===== config.mk =====
export PLATFORM = sky130hd
export DESIGN_NAME = pc_sequencer
export DESIGN_NICKNAME = d
export VERILOG_FILES = /design/src/rtl/pc_sequencer.sv
export SDC_FILE = /design/constraint.sdc
export NUM_CORES = 1
export LEC_CHECK = 0
export CAP_MARGIN = 10
export CORE_AREA = 2 2 111 86
export DETAILED_ROUTE_END_ITERATION = 10
export DIE_AREA = 0 0 113 88
export GPL_ROUTABILITY_DRIVEN = 0
export PLACE_DENSITY = 0.76
export RECOVER_POWER = 50
export SYNTH_ARGS = -nofsm -noshare
export SYNTH_HDL_FRONTEND = slang
export SYNTH_SLANG_ARGS = --single-unit
export TNS_END_PERCENT = 30

===== constraint.sdc =====
create_clock -name clk -period 3.4 [get_ports clk]
set_input_delay 0.68 -clock clk [delete_from_list [all_inputs] [get_ports clk]]
set_output_delay 0.68 -clock clk [all_outputs]
set_load 0.01 [all_outputs]

===== src/rtl/pc_sequencer.sv =====
// pc_sequencer
//
// Program-counter and fetch sequencer for the microcoded CPU. Each instruction
// is fetched from program memory, latched into `instruction`, and presented to
// the microinstruction decoder. The decoder is released (HOLD low) for exactly
// one EXEC cycle per instruction. During that cycle the next PC is computed
// for sequential flow, jumps, conditional jumps and call/return through a
// small return stack. Memory-access (MOM) instructions are stretched by
// MEM_WAIT extra held cycles.
//
// Program memory is read with one cycle of latency: imem_addr (= pc) is
// presented during FETCH, and imem_data is captured on the edge that ends
// FETCH.
//
// Ports:
//   clk          system clock, all state changes on the rising edge
//   rst          synchronous active-high reset, overrides every state
//   imem_addr    program memory address, always equal to pc
//   imem_data    program memory read data
//   instruction  registered instruction word presented to the decoder
//   HOLD         1 = decoder must not update, 0 = the single EXEC cycle
//   flag_z       zero flag, only sampled at the end of EXEC
//   flag_p0      P0 flag, only sampled at the end of EXEC
//   flag_cy      carry flag, only sampled at the end of EXEC
//   pc           current program counter
//   stack_err    sticky return-stack overflow/underflow, cleared by rst only

module pc_sequencer #(
    parameter int unsigned        ADDR_W      = 11,
    parameter int unsigned        INSTR_W     = 22,
    parameter int unsigned        STACK_DEPTH = 4,
    parameter int unsigned        MEM_WAIT    = 1,
    parameter logic [ADDR_W-1:0]  RESET_PC    = '0
) (
    input  logic               clk,
    input  logic               rst,
    output logic [ADDR_W-1:0]  imem_addr,
    input  logic [INSTR_W-1:0] imem_data,
    output logic [INSTR_W-1:0] instruction,
    output logic               HOLD,
    input  logic               flag_z,
    input  logic               flag_p0,
    input  logic               flag_cy,
    output logic [ADDR_W-1:0]  pc,
    output logic               stack_err
);

    // Stack pointer counts 0..STACK_DEPTH, so it needs one bit above the index.
    localparam int unsigned IdxW = $clog2(STACK_DEPTH);
    localparam int unsigned SpW  = IdxW + 1;

    // The wait counter holds the number of MEMWAIT cycles still to go after
    // the current one.
    localparam int unsigned        WaitW    = (MEM_WAIT > 1) ? $clog2(MEM_WAIT) : 1;
    localparam logic [WaitW-1:0]   WaitLoad = (MEM_WAIT != 0) ? WaitW'(MEM_WAIT - 1) : '0;

    localparam logic [INSTR_W-1:0] InstrNop = INSTR_W'(22'h3F0000);
    localparam logic [INSTR_W-1:0] InstrRet = INSTR_W'(22'h060000);

    // Opcode fields: jumps are decoded on [21:11], BSR and MOM on [21:10].
    localparam logic [10:0] OpJump = 11'b100_0000_0000;
    localparam logic [10:0] OpJze  = 11'b101_0000_0000;
    localparam logic [10:0] OpJp0  = 11'b110_0000_0000;
    localparam logic [10:0] OpJcy  = 11'b111_0000_0000;
    localparam logic [11:0] OpBsr  = 12'b0111_0000_0000;
    localparam logic [11:0] OpMomA = 12'b0100_0000_0000;
    localparam logic [11:0] OpMomB = 12'b0101_0000_0000;

    typedef enum logic [1:0] {
        StReset,
        StFetch,
        StExec,
        StMemWait
    } state_e;

    state_e             state;
    logic [SpW-1:0]     sp;
    logic [WaitW-1:0]   wait_cnt;
    logic [ADDR_W-1:0]  stack_mem [STACK_DEPTH];

    logic [10:0]        op11;
    logic [11:0]        op12;
    logic [ADDR_W-1:0]  pc_inc;
    logic [ADDR_W-1:0]  jump_target;
    logic [ADDR_W-1:0]  bsr_target;
    logic [ADDR_W-1:0]  stack_top;
    logic [SpW-1:0]     sp_dec;
    logic               stack_full;
    logic               stack_empty;

    logic [ADDR_W-1:0]  pc_next;
    logic               do_push;
    logic               do_pop;
    logic               err_set;
    logic               is_mom;

    assign imem_addr   = pc;

    assign op11        = instruction[21:11];
    assign op12        = instruction[21:10];
    assign pc_inc      = pc + ADDR_W'(1);
    assign jump_target = ADDR_W'(instruction[10:0]);
    assign bsr_target  = ADDR_W'(instruction[9:0]);
    assign sp_dec      = sp - SpW'(1);
    assign stack_top   = stack_mem[sp_dec[IdxW-1:0]];
    assign stack_full  = (sp == SpW'(STACK_DEPTH));
    assign stack_empty = (sp == '0);

    // Next-PC decode. Only consumed on the edge that ends EXEC, so the flags
    // have no effect at any other time.
    always_comb begin
        pc_next = pc_inc;
        do_push = 1'b0;
        do_pop  = 1'b0;
        err_set = 1'b0;
        is_mom  = 1'b0;

        if (op11 == OpJump) begin
            pc_next = jump_target;
        end else if (op11 == OpJze) begin
            if (flag_z) begin
                pc_next = jump_target;
            end
        end else if (op11 == OpJp0) begin
            if (flag_p0) begin
                pc_next = jump_target;
            end
        end else if (op11 == OpJcy) begin
            if (flag_cy) begin
                pc_next = jump_target;
            end
        end else if (op12 == OpBsr) begin
            // Overflow drops the return address but the call still happens.
            pc_next = bsr_target;
            if (stack_full) begin
                err_set = 1'b1;
            end else begin
                do_push = 1'b1;
            end
        end else if (instruction == InstrRet) begin
            // Underflow falls through to the next instruction.
            if (stack_empty) begin
                err_set = 1'b1;
            end else begin
                do_pop  = 1'b1;
                pc_next = stack_top;
            end
        end else if ((op12 == OpMomA) || (op12 == OpMomB)) begin
            is_mom = 1'b1;
        end
    end

    // Sequencer FSM. HOLD is registered from the state being entered so it
    // is glitch-free and low only while the EXEC state is current.
    always_ff @(posedge clk) begin
        if (rst) begin
            state       <= StReset;
            pc          <= RESET_PC;
            sp          <= '0;
            stack_err   <= 1'b0;
            HOLD        <= 1'b1;
            instruction <= InstrNop;
            wait_cnt    <= '0;
        end else begin
            unique case (state)
                StReset: begin
                    state <= StFetch;
                    HOLD  <= 1'b1;
                end

                StFetch: begin
                    instruction <= imem_data;
                    state       <= StExec;
                    HOLD        <= 1'b0;
                end

                StExec: begin
                    pc   <= pc_next;
                    HOLD <= 1'b1;
                    if (do_push) begin
                        stack_mem[sp[IdxW-1:0]] <= pc_inc;
                        sp                      <= sp + SpW'(1);
                    end
                    if (do_pop) begin
                        sp <= sp_dec;
                    end
                    if (err_set) begin
                        stack_err <= 1'b1;
                    end
                    if (is_mom && (MEM_WAIT != 0)) begin
                        state    <= StMemWait;
                        wait_cnt <= WaitLoad;
                    end else begin
                        state <= StFetch;
                    end
                end

                StMemWait: begin
                    HOLD <= 1'b1;
                    if (wait_cnt == '0) begin
                        state <= StFetch;
                    end else begin
                        wait_cnt <= wait_cnt - WaitW'(1);
                    end
                end

                default: begin
                    state <= StReset;
                    HOLD  <= 1'b1;
                end
            endcase
        end
    end

endmodule


==> metrics.md <==
| Metric | Value |
|---|---|
| Maxcap violations | `0` |
| Top Ports | `73` |
| DP HPWL | `9200 µm` |
| Remaining global-route overflow | `0` |
| Period utilisation layout | `83.5%` |
| Crit path cell chain | `nor4_2 > nand3_1 > a211oi_1 > nor3b_1 > and2_1` |
| Hold Vio Cnt, Final | `0` |
| Post-CTS sizing | `0` |
| Worst Skew | `0.00776 ns` |
| Drt wl/cell | `21.0 µm` |
| Static leakage | `0.00207 µW` |
| Final hold slack | `0.496 ns` |
| Number of clock sinks | `84` |
| # hold bufs at CTS | `0` |
| Post-route DRC | `4` |
| CP bufs+invs | `0` |
| Maximum vdd ir drop | `0.000280 V` |
| Top FF cell, synth | `edfxtp_1` |
| Setup crit end kind | `flop` |
| Fin Setup TNS | `0 ns` |
| Fraction of registers with async set/reset | `0%` |
| PwrDens | `between 400 and 500 nW/µm²` |
| Final core utilization | `between 60 and 70%` |
| Mapped cell area | `4660 µm²` |
| DR iter-0 viols | `~440` |
| Yosys cell types | `71` |
| DR vias/cell | `6.43` |
| TritonCTS Buffers | `9` |
| Core area | `roughly 9000 µm²` |
| RSZ-0062 raised after global routing | `false` |
| Clock Pin Slew Worst Setup and Hold Paths | `roughly 0.060 ns` |
| Slowest CP cell | `and2_1` |
| Reg area | `2120 µm²` |
| Vias | `3954` |
| Post-route minimum period | `2.84 ns` |
| Largest net degree at the start of global routing | `25` |
| Die footprint | `9940 µm²` |
| Sequential element share of the synthesized area | `around 46%` |
| Cells after synthesis | `437` |
| Layout area overhead | `22.0%` |
| H-tree level count | `3` |
| Worst hold path type | `reg -> reg` |
| First-pass DRT Iterations | `10` |
| Initial antenna violation count | `0` |
| Root Buffer Master | `clkbuf_16` |
| Startpoint class of the critical path | `flop` |
| Post-Syn Nets | `473` |
| Share of layout cells above drive strength 1 | `12.1%` |
| Failing checks | `design-rule violations` |
| Crit path required time | `3.39 ns` |
| Worst skew pair latency | `0.35 ns` |
| Die Width | `113 µm` |
| Port Buf Inserts | `72` |
| Delay-heaviest family, CP | `simple AND/OR/NAND/NOR gates` |
| Die height | `88 µm` |
| Synthesized flop and latch total | `84` |
| Top post-synthesis cells by area | `edfxtp_1 (28%), dfxtp_1 (17%), mux2i_1 (5.6%), mux4_2 (5.3%), nor2_1 (3.3%)` |
| Worst slew margin | `23.8%` |
| Final setup viols | `0` |
| Post-synth EDFFs | `44` |
| # rows | `30` |
| # diodes | `0` |
| FILL cells | `between 700 and 800` |
| Top cell type's share of synthesized area | `roughly 28%` |
| Yosys warnings | `0` |
| Post-Route WL | `12900 µm` |
| Pwr Total | `2330 µW` |
| Total track usage | `26.5%` |
| # Post-CTS Setup Buffers | `0` |
| First-pass GRT wire length | `19800 µm` |
| Crit Path Class | `reg -> reg` |
| Max Fclk | `0.352 GHz` |
| Nets | `534` |
| Worst-Margin Slew | `1.14 ns` |
| Worst stage delay on the critical path | `0.56 ns` |
| Status | `finished, violations left` |
| Multi-input gate area in the final layout | `2310 µm²` |
| Maximum fanout along the worst path | `11` |
| Mean Syn Cell Area | `10.7 µm²` |
| Max Slew Vio Count | `0` |
| Crit path DAT | `2.82 ns` |
| Clock buffer depth | `2` |
| CTS tree | `done` |
| Initial cell density of the core | `a little over half` |
| Antenna viol nets, final | `0` |
| Synth area leader | `edfxtp_1` |
| Vias in the first global route | `3628` |
[layer usage]
| layer | wire length, µm | track usage [%] | up-vias |
|---|---|---|---|
| met2 | 5380 | 37.4 | 253 |
| met3 | 1400 | 9.76 | 51 |
| li1 | - | - | 1775 |
| met1 | 5820 | 38.1 | 1875 |
| met5 | 0 | 0 | - |
| met4 | 345 | 8.43 | 0 |
[layout make-up]
type / instances / share of cell area [%]
clock inverters: 7 / 0.880
repair buffers: 82 / 13.9
well taps: 112 / 2.46
flip-flops and latches: 84 / 37.3
clock buffers: 9 / 3.96
inverters: 14 / 0.924
multi-input cells: 307 / 40.6
[cells in the final DEF, fill, tap and decap left out, types with 6 or more instances in the layout]
cell	Yosys	final
nor2_1	41	41
nand2b_1	8	8
nand2_1	29	29
dlygate4sd3_1	0	23
dfxtp_1	40	40
buf_4	12	8
edfxtp_1	44	44
and2_1	6	6
nand3_1	11	11
a21oi_1	19	19
o21ai_0	14	14
o211ai_1	10	10
mux4_2	11	11
inv_1	14	14
o221ai_1	9	9
mux2_2	7	7
clkdlybuf4s50_1	0	49
nor3_1	8	8
ha_1	9	9
mux2i_1	26	26
nand3b_1	7	7
clkbuf_16	0	9
[path summary, 6_finish.rpt]
| kind | start | end | slack [ns] | depth (start not counted) |
|---|---|---|---|---|
| max reg2reg | instruction[13] | stack_mem[1][7] | 0.56 | 5 |
| min | stack_err | stack_err | 0.50 | 2 |
| min reg2reg | stack_err | stack_err | 0.50 | 2 |
| max | instruction[13] | stack_mem[1][7] | 0.56 | 5 |
[kinds of logic after synthesis]
group           Yosys count  share of synthesized area (%)
mux                      44                           12.6
fa+ha+maj                 9                           2.41
simple gates            146                           17.7
xor+xnor                  7                           1.31
flops                    84                           45.5
compound gates          101                           15.6
buf+inv                  46                           4.94
[Yosys cell counts (all sizes together), types with 8 or more instances]
cell and n:
mux2i 26, mux4 11, o221ai 9, nand2b 8, o211ai 10, nand3 12
buf 19, a21oi 19, o21ai 14, nor3 10, clkbuf 13, nand2 30
inv 14, edfxtp 44, ha 9, nor2 41, dfxtp 40
[worst register-to-register path, stage by stage, from the launching register on]
cell and delay (ns):
dfxtp_1 0.34, nor4_2 0.39, nand3_1 0.38, a211oi_1 0.40, nor3b_1 0.40, and2_1 0.57
[stage by stage]
stage	setup WS, ns	area, µm²	std cells
floorplan	0.858	4660	437
global placement	0.673	5420	599
finish	0.561	5690	615
detailed placement	0.573	5420	599
CTS	0.539	5700	615
global route	0.311	5690	615
[report_power, final]
group / total, µW / internal, µW / leakage [µW] / switching [µW]
clock network: 915 / 497 / 0.000130 / 418
logic: 287 / 136 / 0.00123 / 151
registers: 1130 / 1080 / 0.000707 / 42.5
[sequential cells by signal, summed over array words and instances, names as in the netlist]
name,cells
HOLD,1
imem_addr,11
instruction,22
sp,3
stack_err,1
stack_mem,44
state,2
Note: power is estimated with default switching activity, not from simulation.
